### src/rtl/wb_bus_arbiter.sv
// Two-master pipelined Wishbone arbiter: round-robin grant per CYC envelope,
// request/response muxing, and a watchdog that aborts cycles stuck waiting for ACK.
module wb_bus_arbiter #(
   parameter int AW      = 32,
   parameter int DW      = 32,
   parameter int TIMEOUT = 255,
   parameter int TW      = 8
) (
   input  logic          clk,
   input  logic          reset,
   input  logic          i_m0_cyc,
   input  logic          i_m0_stb,
   input  logic          i_m0_we,
   input  logic [AW-1:0] i_m0_addr,
   input  logic [DW-1:0] i_m0_data,
   output logic          o_m0_ack,
   output logic          o_m0_stall,
   output logic          o_m0_err,
   output logic [DW-1:0] o_m0_data,
   input  logic          i_m1_cyc,
   input  logic          i_m1_stb,
   input  logic          i_m1_we,
   input  logic [AW-1:0] i_m1_addr,
   input  logic [DW-1:0] i_m1_data,
   output logic          o_m1_ack,
   output logic          o_m1_stall,
   output logic          o_m1_err,
   output logic [DW-1:0] o_m1_data,
   output logic          o_wb_cyc,
   output logic          o_wb_stb,
   output logic          o_wb_we,
   output logic [AW-1:0] o_wb_addr,
   output logic [DW-1:0] o_wb_data,
   input  logic          i_wb_ack,
   input  logic          i_wb_stall,
   input  logic [DW-1:0] i_wb_data
);

   // state | meaning
   // IDLE  | no owner, arbitrate pending CYC requests
   // OWN0  | fetch unit (m0) owns the bus
   // OWN1  | load/store unit (m1) owns the bus
   // ABORT | watchdog fired, wait for owner to drop CYC
   typedef enum logic [1:0] {S_IDLE, S_OWN0, S_OWN1, S_ABORT} state_t;

   state_t        state_q, state_d;
   logic          last_q, last_d;
   logic          owner_q, owner_d;
   logic [TW-1:0] cnt_q, cnt_d;
   logic [TW-1:0] wdog_q, wdog_d;

   logic          own_cyc, own_stb, own_we, accept, ack_ok, in_own, timeout;
   logic [AW-1:0] own_addr;
   logic [DW-1:0] own_data;

   assign own_cyc  = owner_q ? i_m1_cyc  : i_m0_cyc;
   assign own_stb  = owner_q ? i_m1_stb  : i_m0_stb;
   assign own_we   = owner_q ? i_m1_we   : i_m0_we;
   assign own_addr = owner_q ? i_m1_addr : i_m0_addr;
   assign own_data = owner_q ? i_m1_data : i_m0_data;

   assign in_own  = (state_q == S_OWN0) || (state_q == S_OWN1);
   assign timeout = in_own && (wdog_q == TW'(TIMEOUT));
   assign accept  = own_cyc && own_stb && !i_wb_stall;
   // ACKs with nothing outstanding are stray and never reach a master
   assign ack_ok  = i_wb_ack && (cnt_q != '0);

   assign o_m0_data = i_wb_data;
   assign o_m1_data = i_wb_data;

   always_ff @(posedge clk or posedge reset) begin
      if (reset) begin
         state_q <= S_IDLE;
         last_q  <= 1'b1;
         owner_q <= 1'b0;
         cnt_q   <= '0;
         wdog_q  <= '0;
      end else begin
         state_q <= state_d;
         last_q  <= last_d;
         owner_q <= owner_d;
         cnt_q   <= cnt_d;
         wdog_q  <= wdog_d;
      end
   end

   always_comb begin
      state_d    = state_q;
      last_d     = last_q;
      owner_d    = owner_q;
      cnt_d      = '0;
      wdog_d     = '0;
      o_wb_cyc   = 1'b0;
      o_wb_stb   = 1'b0;
      o_wb_we    = 1'b0;
      o_wb_addr  = '0;
      o_wb_data  = '0;
      o_m0_ack   = 1'b0;
      o_m1_ack   = 1'b0;
      o_m0_stall = 1'b1;
      o_m1_stall = 1'b1;
      o_m0_err   = 1'b0;
      o_m1_err   = 1'b0;
      case (state_q)
         S_IDLE: begin
            if (i_m0_cyc && (!i_m1_cyc || last_q)) begin
               state_d = S_OWN0;
               owner_d = 1'b0;
               last_d  = 1'b0;
            end else if (i_m1_cyc) begin
               state_d = S_OWN1;
               owner_d = 1'b1;
               last_d  = 1'b1;
            end
         end
         S_OWN0, S_OWN1: begin
            if (timeout) begin
               o_m0_err = !owner_q;
               o_m1_err = owner_q;
               state_d  = S_ABORT;
            end else begin
               o_wb_cyc  = own_cyc;
               o_wb_stb  = own_cyc && own_stb;
               o_wb_we   = own_we;
               o_wb_addr = own_addr;
               o_wb_data = own_data;
               if (owner_q) begin
                  o_m1_ack   = ack_ok;
                  o_m1_stall = i_wb_stall;
               end else begin
                  o_m0_ack   = ack_ok;
                  o_m0_stall = i_wb_stall;
               end
               if (!own_cyc) begin
                  state_d = S_IDLE;
               end else begin
                  cnt_d  = cnt_q + TW'(accept) - TW'(ack_ok);
                  wdog_d = (i_wb_ack || cnt_q == '0) ? '0 : wdog_q + 1'b1;
               end
            end
         end
         S_ABORT: begin
            if (!own_cyc) state_d = S_IDLE;
         end
         default: state_d = S_IDLE;
      endcase
   end

endmodule

### config.mk
export PLATFORM = sky130hd
export DESIGN_NAME = wb_bus_arbiter
export DESIGN_NICKNAME = d
export VERILOG_FILES = /design/src/rtl/wb_bus_arbiter.sv
export SDC_FILE = /design/constraint.sdc
export NUM_CORES = 1
export LEC_CHECK = 0
export CELL_PAD_IN_SITES_DETAIL_PLACEMENT = 1
export CELL_PAD_IN_SITES_GLOBAL_PLACEMENT = 2
export CORE_MARGIN = 2
export CORE_UTILIZATION = 12
export CTS_BUF_LIST = sky130_fd_sc_hd__clkbuf_2 sky130_fd_sc_hd__clkbuf_4 sky130_fd_sc_hd__clkbuf_8
export DETAILED_ROUTE_END_ITERATION = 6
export PLACE_DENSITY_LB_ADDON = 0.1
export REMOVE_ABC_BUFFERS = 1
export SLEW_MARGIN = 20
export SYNTH_ARGS = -nofsm -noshare
export SYNTH_HDL_FRONTEND = slang
export SYNTH_SLANG_ARGS = --single-unit
### constraint.sdc
create_clock -name clk -period 3.8 [get_ports clk]
set_clock_uncertainty 0.2 [all_clocks]
set_input_delay 0.38 -clock clk [delete_from_list [all_inputs] [get_ports clk]]
set_output_delay 0.38 -clock clk [all_outputs]
set_load 0.01 [all_outputs]
# Yosys cells after proc, flatten, opt, wreduce, memory -nomap -nowiden

Cells that the tools add are included.

Bits of input ports: 170
Bits in registers: 20

Reductions and logical operators: 17
Eq/ne operators: 5
Add/sub/neg operators: 3
Multiplexer cells: 45

Operators with widths:

| kind                  | number |
|---|---|
| $mux W32              | 6 |
| $mux W8               | 7 |
| $mux W1               | 27 |
| $add A8 B1 Y8         | 1 |
| $add A8 B1 Y8 const B | 1 |
| $eq A8 B8 Y1 const B  | 1 |
| $logic_not A8 Y1      | 1 |
| $mux W2               | 4 |
| $reduce_bool A8 Y1    | 1 |
| $sub A8 B1 Y8         | 1 |
| $pmux W2 S3           | 1 |
| $logic_and A1 B1 Y1   | 5 |
| $eq A2 B2 Y1 const B  | 2 |
| $logic_not A1 Y1      | 3 |
| $logic_or A1 B1 Y1    | 3 |
| $ne A3 B3 Y1 const B  | 1 |
| $eq A2 B1 Y1 const B  | 1 |
| $logic_not A2 Y1      | 1 |
| $reduce_and A2 Y1     | 1 |
| $reduce_bool A2 Y1    | 1 |
| $reduce_or A2 Y1      | 1 |

# Logic depth before layout (Yosys ltp)

Gate-level depths: netlist of the first run.

Word-level depth: 8
Gate-level depth with buffers: 13
Mapped depth without buffers: 13

# Worst setup path before layout of the first run

OpenSTA, ideal clock, no wires.

Path kind: reg-to-reg
Start: register owner_q
End: register cnt_q[6]
Setup slack: 1.063 ns
Path buffers: 1
Setup time: 0.126 ns
Arrival time: 2.411 ns
Clock period less this slack: 2.737 ns
Stages on the path, launching flop included: 12
Cells stage by stage: dfrtp_1 > buf_2 > mux2i_1 > or3_1 > ha_1 > inv_1 > ha_1 > fa_1 > a211o_1 > nand3_1 > a2bb2oi_1 > mux2i_1

Cells in the longest elaborated chain, start to end: 8

RTL lines:

| what                              | line   | source |
|---|---|---|
| from (decl)                       | 48     | `logic owner_q, owner_d;` |
| from (signal assigned)            | 81     | `owner_q <= owner_d;` |
| $mux W1, on equally long branches | 56, 57 |  |
| $logic_and A1 B1 Y1 (2 in a row)  | 64     | `assign accept = own_cyc && own_stb && !i_wb_stall;` |
| $add A8 B1 Y8                     | 137    | `cnt_d = cnt_q + TW'(accept) - TW'(ack_ok);` |
| $sub A8 B1 Y8                     | 137    |  |
| $mux W8 *                         | 134    | `if (!own_cyc) begin` |
| $mux W8 *                         | 117    | `if (timeout) begin` |
| $mux W8 *                         | 104    | `case (state_q)` |
| named net cnt_d[6]                | 49     | `logic [TW-1:0] cnt_q, cnt_d;` |
| to (signal assigned)              | 82     | `cnt_q <= cnt_d;` |
| to (decl)                         | 49     |  |

Mark *: on every way through the listed nets, which the timed path passes. The rest lies on a longest branch.
A chain may end at the register's enable or synchronous reset.

# Worst setup path in the final report of the first run

Start: register wdog_q[0]
End: output o_wb_data[20]

Cells in the longest elaborated chain, start to end: 4

RTL lines:

| what                   | line | source |
|---|---|---|
| from (decl)            | 50   | `logic [TW-1:0] wdog_q, wdog_d;` |
| from (signal assigned) | 83   | `wdog_q <= wdog_d;` |
| $eq A8 B8 Y1           | 63   | `assign timeout = in_own && (wdog_q == TW'(TIMEOUT));` |
| $logic_and A1 B1 Y1    | 63   |  |
| $mux W32               | 117  |  |
| $mux W32               | 104  |  |
| to (decl)              | 33   | `output logic [DW-1:0] o_wb_data,` |

Every way passes these cells.

==> results of run 1 <==
[final cells by class]
type                            instances  area (um^2)  share of cell area, %
Sequential cell                        20          502                   11.2
Clock buffer                            3         41.3                  0.921
Timing Repair Buffer                  213         2150                   48.0
Inverter                               19         76.3                   1.70
Tap cell                              270          338                   7.54
Clock inverter                          1         30.0                  0.670
Multi-Input combinational cell        170         1350                   30.0
[cell families after synthesis]
kind of cell | Yosys count | synth area share (%)
buffers and inverters | 99 | 26.0
AOI/OAI and AO/OA | 86 | 28.9
and+or+nand+nor | 56 | 12.0
DFF | 20 | 20.3
adders and majority gates | 16 | 8.39
xor gates and xnor gates | 8 | 2.83
muxes | 4 | 1.62
[synthesized netlist by cell type, types with 2 or more instances]
master	n
a22o_1	66
buf_4	64
nand4_1	2
a31oi_1	3
o21ai_0	3
mux2i_1	4
a21oi_1	5
nand2b_1	4
inv_1	18
nand2_1	6
and3_1	2
nand3_1	7
a21o_1	2
dfrtp_1	19
nor3_1	2
o31ai_1	2
xor2_1	5
or3_1	3
xnor2_1	3
ha_1	15
and2_1	2
buf_2	15
nor2_1	22
[layer usage]
layer | vias to the layer above | share of wire (%) | global-route usage [%] | routed length, um
met3 | 7 | 12 | 6.85 | 1890
met5 | - | 0.36 | 3.64 | 55
li1 | 1246 | - | - | -
met2 | 178 | 47 | 21.3 | 7100
met1 | 1293 | 40 | 15.4 | 6170
met4 | 3 | 0.30 | 1.25 | 46
[registers in the layout (all words and copies together), names as in the netlist]
name	count
last_q	1
cnt_q	8
owner_q	1
wdog_q	8
state_q	2
[how the worst min path moves through the flow]
| stage | start | cells after the start | to | slack (ns) |
|---|---|---|---|---|
| 2_1_floorplan | reset | 1 | cnt_q[0] | 0.14 |
| 3_3_place_gp | state_q[1] | 2 | state_q[1] | 0.30 |
| 3_5_place_dp | state_q[1] | 2 | state_q[1] | 0.32 |
| 4_1_cts | last_q | 2 | last_q | 0.34 |
| 5_1_grt | wdog_q[0] | 1 | wdog_q[0] | 0.37 |
| 6_report | last_q | 2 | last_q | 0.33 |
[power by group through the flow]
stage | sequential [mW] | combinational, mW | clock (mW)
6_report | 0.315 | 3.05 | 0.224
5_1_grt | 0.324 | 3.29 | 0.240
4_1_cts | 0.317 | 3.11 | 0.233
3_5_place_dp | 0.321 | 3.10 | 0
3_3_place_gp | 0.321 | 3.13 | 0
2_1_floorplan | 0.308 | 1.51 | 0
[tightest hold or removal path: stages (launching register included)]
cell and delay (ns):
dfstp_2 0.38, a21oi_1 0.10, a31oi_1 0.05
[per-stage QoR]
step | util, % | std cells
after floorplan | - | 209
after global placement | 21.8 | 692
after detailed placement | 21.8 | 692
after CTS | 22.1 | 696
after global routing | 22.1 | 696
final | 22.1 | 696
==> results_dict.tcl, run 1 <==
set metrics [dict create \
    dieArea_mm2 0.0218 \
    final_cell_mix "clkdlybuf4s50_1, a22o_1, nor2_1" \
    hold_ws_ns 0.332 \
    post_synth_num_cell_types 38 \
    p_switching_mw 1.57 \
    cts-resized-gates 0 \
    fin_crit_ns 3.23 \
    synth.yosys.seq_area_share_pct 20.3 \
    worst-path-buf-inv 2 \
    ys_warn_count 0 \
    die_h_um 148 \
    via_per_inst 3.92 \
    async_flop_share_pct 100 \
    cts_hold_buf 0 \
    syn_area_per_cell_um2 8.56 \
    clock_path_buffers 2 \
    drt-pass1-iter-count 4 \
    nNetsFinal 613 \
    insertion_delay_ns 0.26 \
    setup_viol 0 \
    synth_area_mm2 0.00247 \
    required_ns 3.22 \
    startpoint "wdog_q[0]" \
    post-place-ws_ns 0.406 \
    grt_antenna_before_repair 1 \
    timing.fmax_ghz 0.310 \
    status "finished clean" \
    crit_fanout 65 \
    worstPathArrival_ns 2.65 \
    portBuffers 210 \
    worst_r2r_path_depth 13 \
    hold_violations 0 \
    yosysTopAreaCell "a22o_1" \
    grt_max_degree 66 \
    start_kind "flip-flop" \
    pwr-share-seq_pct 8.8 \
    synthFlopType "dfrtp_1" \
    crit_chain "ha_1, and3_4, a21o_4, nor2_4, buf_12, a22o_1, clkdlybuf4s50_1" \
    ys_top_cells_by_area "a22o_1, buf_4, dfrtp_1" \
    n_antenna_cell 0 \
    cts_buffers 3 \
    clkSinkCount 20 \
    p_clk_share_pct 6.2 \
    power_density_mw_per_mm2 801 \
    cpMaxStageDelayCell "clkdlybuf4s50_1" \
    core_area_mm2 0.0202 \
    initial_core_util_pct 12.2 \
    r2r-start "cnt_q[3]" \
    grt_pass1_wl_mm 21.1 \
    vias 2727 \
    final_antenna_net_count 0 \
    drive_gt1_share_pct 3.76 \
    dpl.hpwl_mm 12.7 \
    finalWorstSetupSlack_ns 0.570 \
    netlist_instances 289 \
    cts_tree "done" \
    rsz0062_at_grt "no" \
    gp_congestion 0.746 \
    synth-seq-cells 20 \
    path_depth 7 \
    overflow 0 \
    synth_top_area_share_pct 23.4 \
    ff2ff_setup_slack_ns 0.85 \
    final_common_cell "clkdlybuf4s50_1" \
    slowest_delay_ns 0.58 \
    initialDrtViolationCount 58 \
    leakage_nw 1.77 \
    root_buffer "clkbuf_8" \
    grt_pass1_vias 2818 \
    clk_pin_slew_ns 0.09 \
    synth_edf_count 0 \
    die_x_um 148 \
    num_io_pins 307 \
    p_sw_share_pct 43.6 \
    rows 52 \
    worstMarginPinSlew_ns 0.917 \
    cp-end-kind "output port" \
    crit_path_end "o_wb_data[20]" \
    combPwrFrac_pct 85.0 \
    place_area_mm2 0.00441 \
    p_int_mw 2.02 \
    cap_violations 0 \
    post_cts_buffers 0 \
    remaining_drc_errors 0 \
    fin_crit_sh_pct 85.0 \
    area_delta_synth_final_pct 81.1 \
    finalInstanceArea_mm2 0.00448 \
    wl_mm 15.3 \
    final.setup.tns_ns 0 \
    grt.total_usage_pct 13.0 \
    rr_endpoint "cnt_q[6]" \
    fill_cells 2368 \
    worstHoldPathType "flip-flop to flip-flop" \
    htree_levels 1 \
    wl_per_cell_um 21.9 \
    ir_worst_vdd_v 0.000314 \
    slew-limit-headroom_pct 38.8 \
    finalPower_mw 3.59 \
    crit_family "buffers and inverters" \
    finalMaxSlewViolations 0 \
    path_class "flip-flop to output port" \
]
Note: power is estimated with default switching activity, not from simulation.
==> inputs of run 2 (changes only) <==
Settings changed: CTS_CLUSTER_DIAMETER from default to 30.
==> results of run 2 <==
The final DEF is identical to that of run 1; final timing and power are the same.
==> inputs of run 3 (changes only) <==
Settings changed: PLACE_DENSITY from default to 0.83, PLACE_DENSITY_LB_ADDON 0.1 to default, SETUP_SLACK_MARGIN from default to 0.4.
==> run 3 against run 2 <==
  * Worst hold slack worse by 0.018 ns
  * Worst setup slack better by 0.016 ns
  * Wire length down 19%
  * Cell area rose by 1.2%
  * Maximum frequency is 0.50% higher
  * Sequential cell count unchanged
==> results_dict.tcl, run 3 (same netlist as run 1, synthesis figures left out) <==
set metrics [dict create \
    worstHoldPathType "flip-flop to flip-flop" \
    num_io_pins 307 \
    rows 52 \
    fin_crit_ns 3.21 \
    rr_endpoint "cnt_q[6]" \
    grt_antenna_before_repair 0 \
    status "finished clean" \
    p_sw_share_pct 42.0 \
    dp.cells 695 \
    final_cell_mix "clkdlybuf4s50_1, a22o_1, nor2_1" \
    leakage_nw 1.80 \
    root_buffer "clkbuf_8" \
    final_antenna_net_count 0 \
    combPwrFrac_pct 86.0 \
    remaining_drc_errors 0 \
    cp-end-kind "output port" \
    reg_top3 "cnt_q (8), wdog_q (8), state_q (2)" \
    grt.total_usage_pct 10.6 \
    fin_util_pct 22.4 \
    nNetsFinal 619 \
    initialDrtViolationCount 102 \
    die_x_um 148 \
    fin_crit_sh_pct 84.6 \
    insertion_delay_ns 0.28 \
    slew-limit-headroom_pct 41.0 \
    final.setup.tns_ns 0 \
    p_clk_share_pct 4.9 \
    wl_met3_mm 1.59 \
    setup_viol 0 \
    area_delta_synth_final_pct 83.3 \
    dpl.hpwl_mm 10.2 \
    cts_tree "done" \
    grt_pass1_wl_mm 18.0 \
    startpoint "wdog_q[0]" \
    crit_fanout 65 \
    gp_congestion 0.731 \
    cap_violations 0 \
    clkSinkCount 20 \
    worstMarginPinSlew_ns 0.883 \
    finalMaxSlewViolations 0 \
    wl_mm 12.4 \
    required_ns 3.22 \
    final_common_cell "clkdlybuf4s50_1" \
    rsz0062_at_grt "no" \
    hold_violations 0 \
    finalPower_mw 3.57 \
    wl_per_cell_um 17.7 \
    portBuffers 210 \
    pwr-share-seq_pct 9.1 \
    crit_path_end "o_wb_addr[13]" \
    wl_met1_mm 5.30 \
    min_path_cells 1 \
    timing.fmax_ghz 0.311 \
    ff2ff_setup_slack_ns 0.68 \
    r2r-start "owner_q" \
    cts_buffers 3 \
    vias 2757 \
    worst_r2r_path_depth 10 \
    top_layer "met4" \
    path_class "flip-flop to output port" \
    via_per_inst 3.93 \
    die_h_um 148 \
    core_area_mm2 0.0202 \
    start_kind "flip-flop" \
    clk_pin_slew_ns 0.08 \
    grt_pass1_vias 2838 \
    n_antenna_cell 0 \
    hold_ws_ns 0.314 \
    grt_max_degree 66 \
    wl_met2_mm 5.41 \
    initial_core_util_pct 12.2 \
    worstPathArrival_ns 2.63 \
    htree_levels 1 \
    drt-pass1-iter-count 4 \
    drive_gt1_share_pct 5.09 \
    clock_path_buffers 2 \
    overflow 0 \
    power_density_mw_per_mm2 787 \
    final_cells 702 \
    p_switching_mw 1.50 \
    dieArea_mm2 0.0218 \
    p_int_mw 2.07 \
    ir_worst_vdd_v 0.000555 \
]
run 3: changes by cell type in the layout (fill, tap and decap cells not counted):
cell	before	now
buf_4	1	5
bufinv_16	1	0
clkbuf_8	3	4
buf_12	2	4
run 3: critical path: stages, from the launching register on:
cell and delay (ns):
dfrtp_1 0.43, ha_1 0.27, and3_4 0.18, a21o_4 0.25
nor2_4 0.11, buf_12 0.26, a22o_1 0.21, clkdlybuf4s50_1 0.61
run 3: worst min-delay path by stage:
stage	slack, ns	from	end
after floorplan	0.14	reset	cnt_q[0]
after global placement	0.30	wdog_q[0]	wdog_q[0]
after detailed placement	0.30	wdog_q[0]	wdog_q[0]
after CTS	0.31	wdog_q[0]	wdog_q[0]
after global routing	0.36	state_q[1]	state_q[1]
final	0.31	wdog_q[0]	wdog_q[0]
run 3: final cells by class:
cell class              instances  area (um^2)
repair buffers                219         2220
clock buffers                   4         55.1
fillers                      2345        15700
inverters                      19         76.3
well taps                     270          338
flip-flops and latches         20          502
multi-input cells             170         1350
run 3: metal layers:
metal	up-vias	global-route usage [%]
met1	1319	13.4
li1	1258	-
met2	173	15.8
met3	7	5.74
met5	-	3.41
met4	0	1.88
run 3: repair_timing:
action                                  4_1_cts  5_1_grt
buffers inserted                              3        0
resized for setup                             0        0
endpoints found under the setup margin        1        0
hold buffers                                  0        0
run 3: power groups by stage:
stage	Clock, mW	Sequential (mW)	Combinational [mW]
finish	0.175	0.324	3.07
global route	0.192	0.337	3.33
CTS	0.181	0.327	3.12
detailed placement	0	0.331	3.05
global placement	0	0.331	3.03
floorplan	0	0.308	1.51
run 3: per-stage QoR:
| step | cell area [um^2] | setup slack [ns] |
|---|---|---|
| after CTS | 4540 | 0.519 |
| after global placement | 4450 | 0.538 |
| final | 4540 | 0.586 |
| after floorplan | 1910 | -0.282 |
| after detailed placement | 4450 | 0.474 |
| after global routing | 4540 | 0.421 |
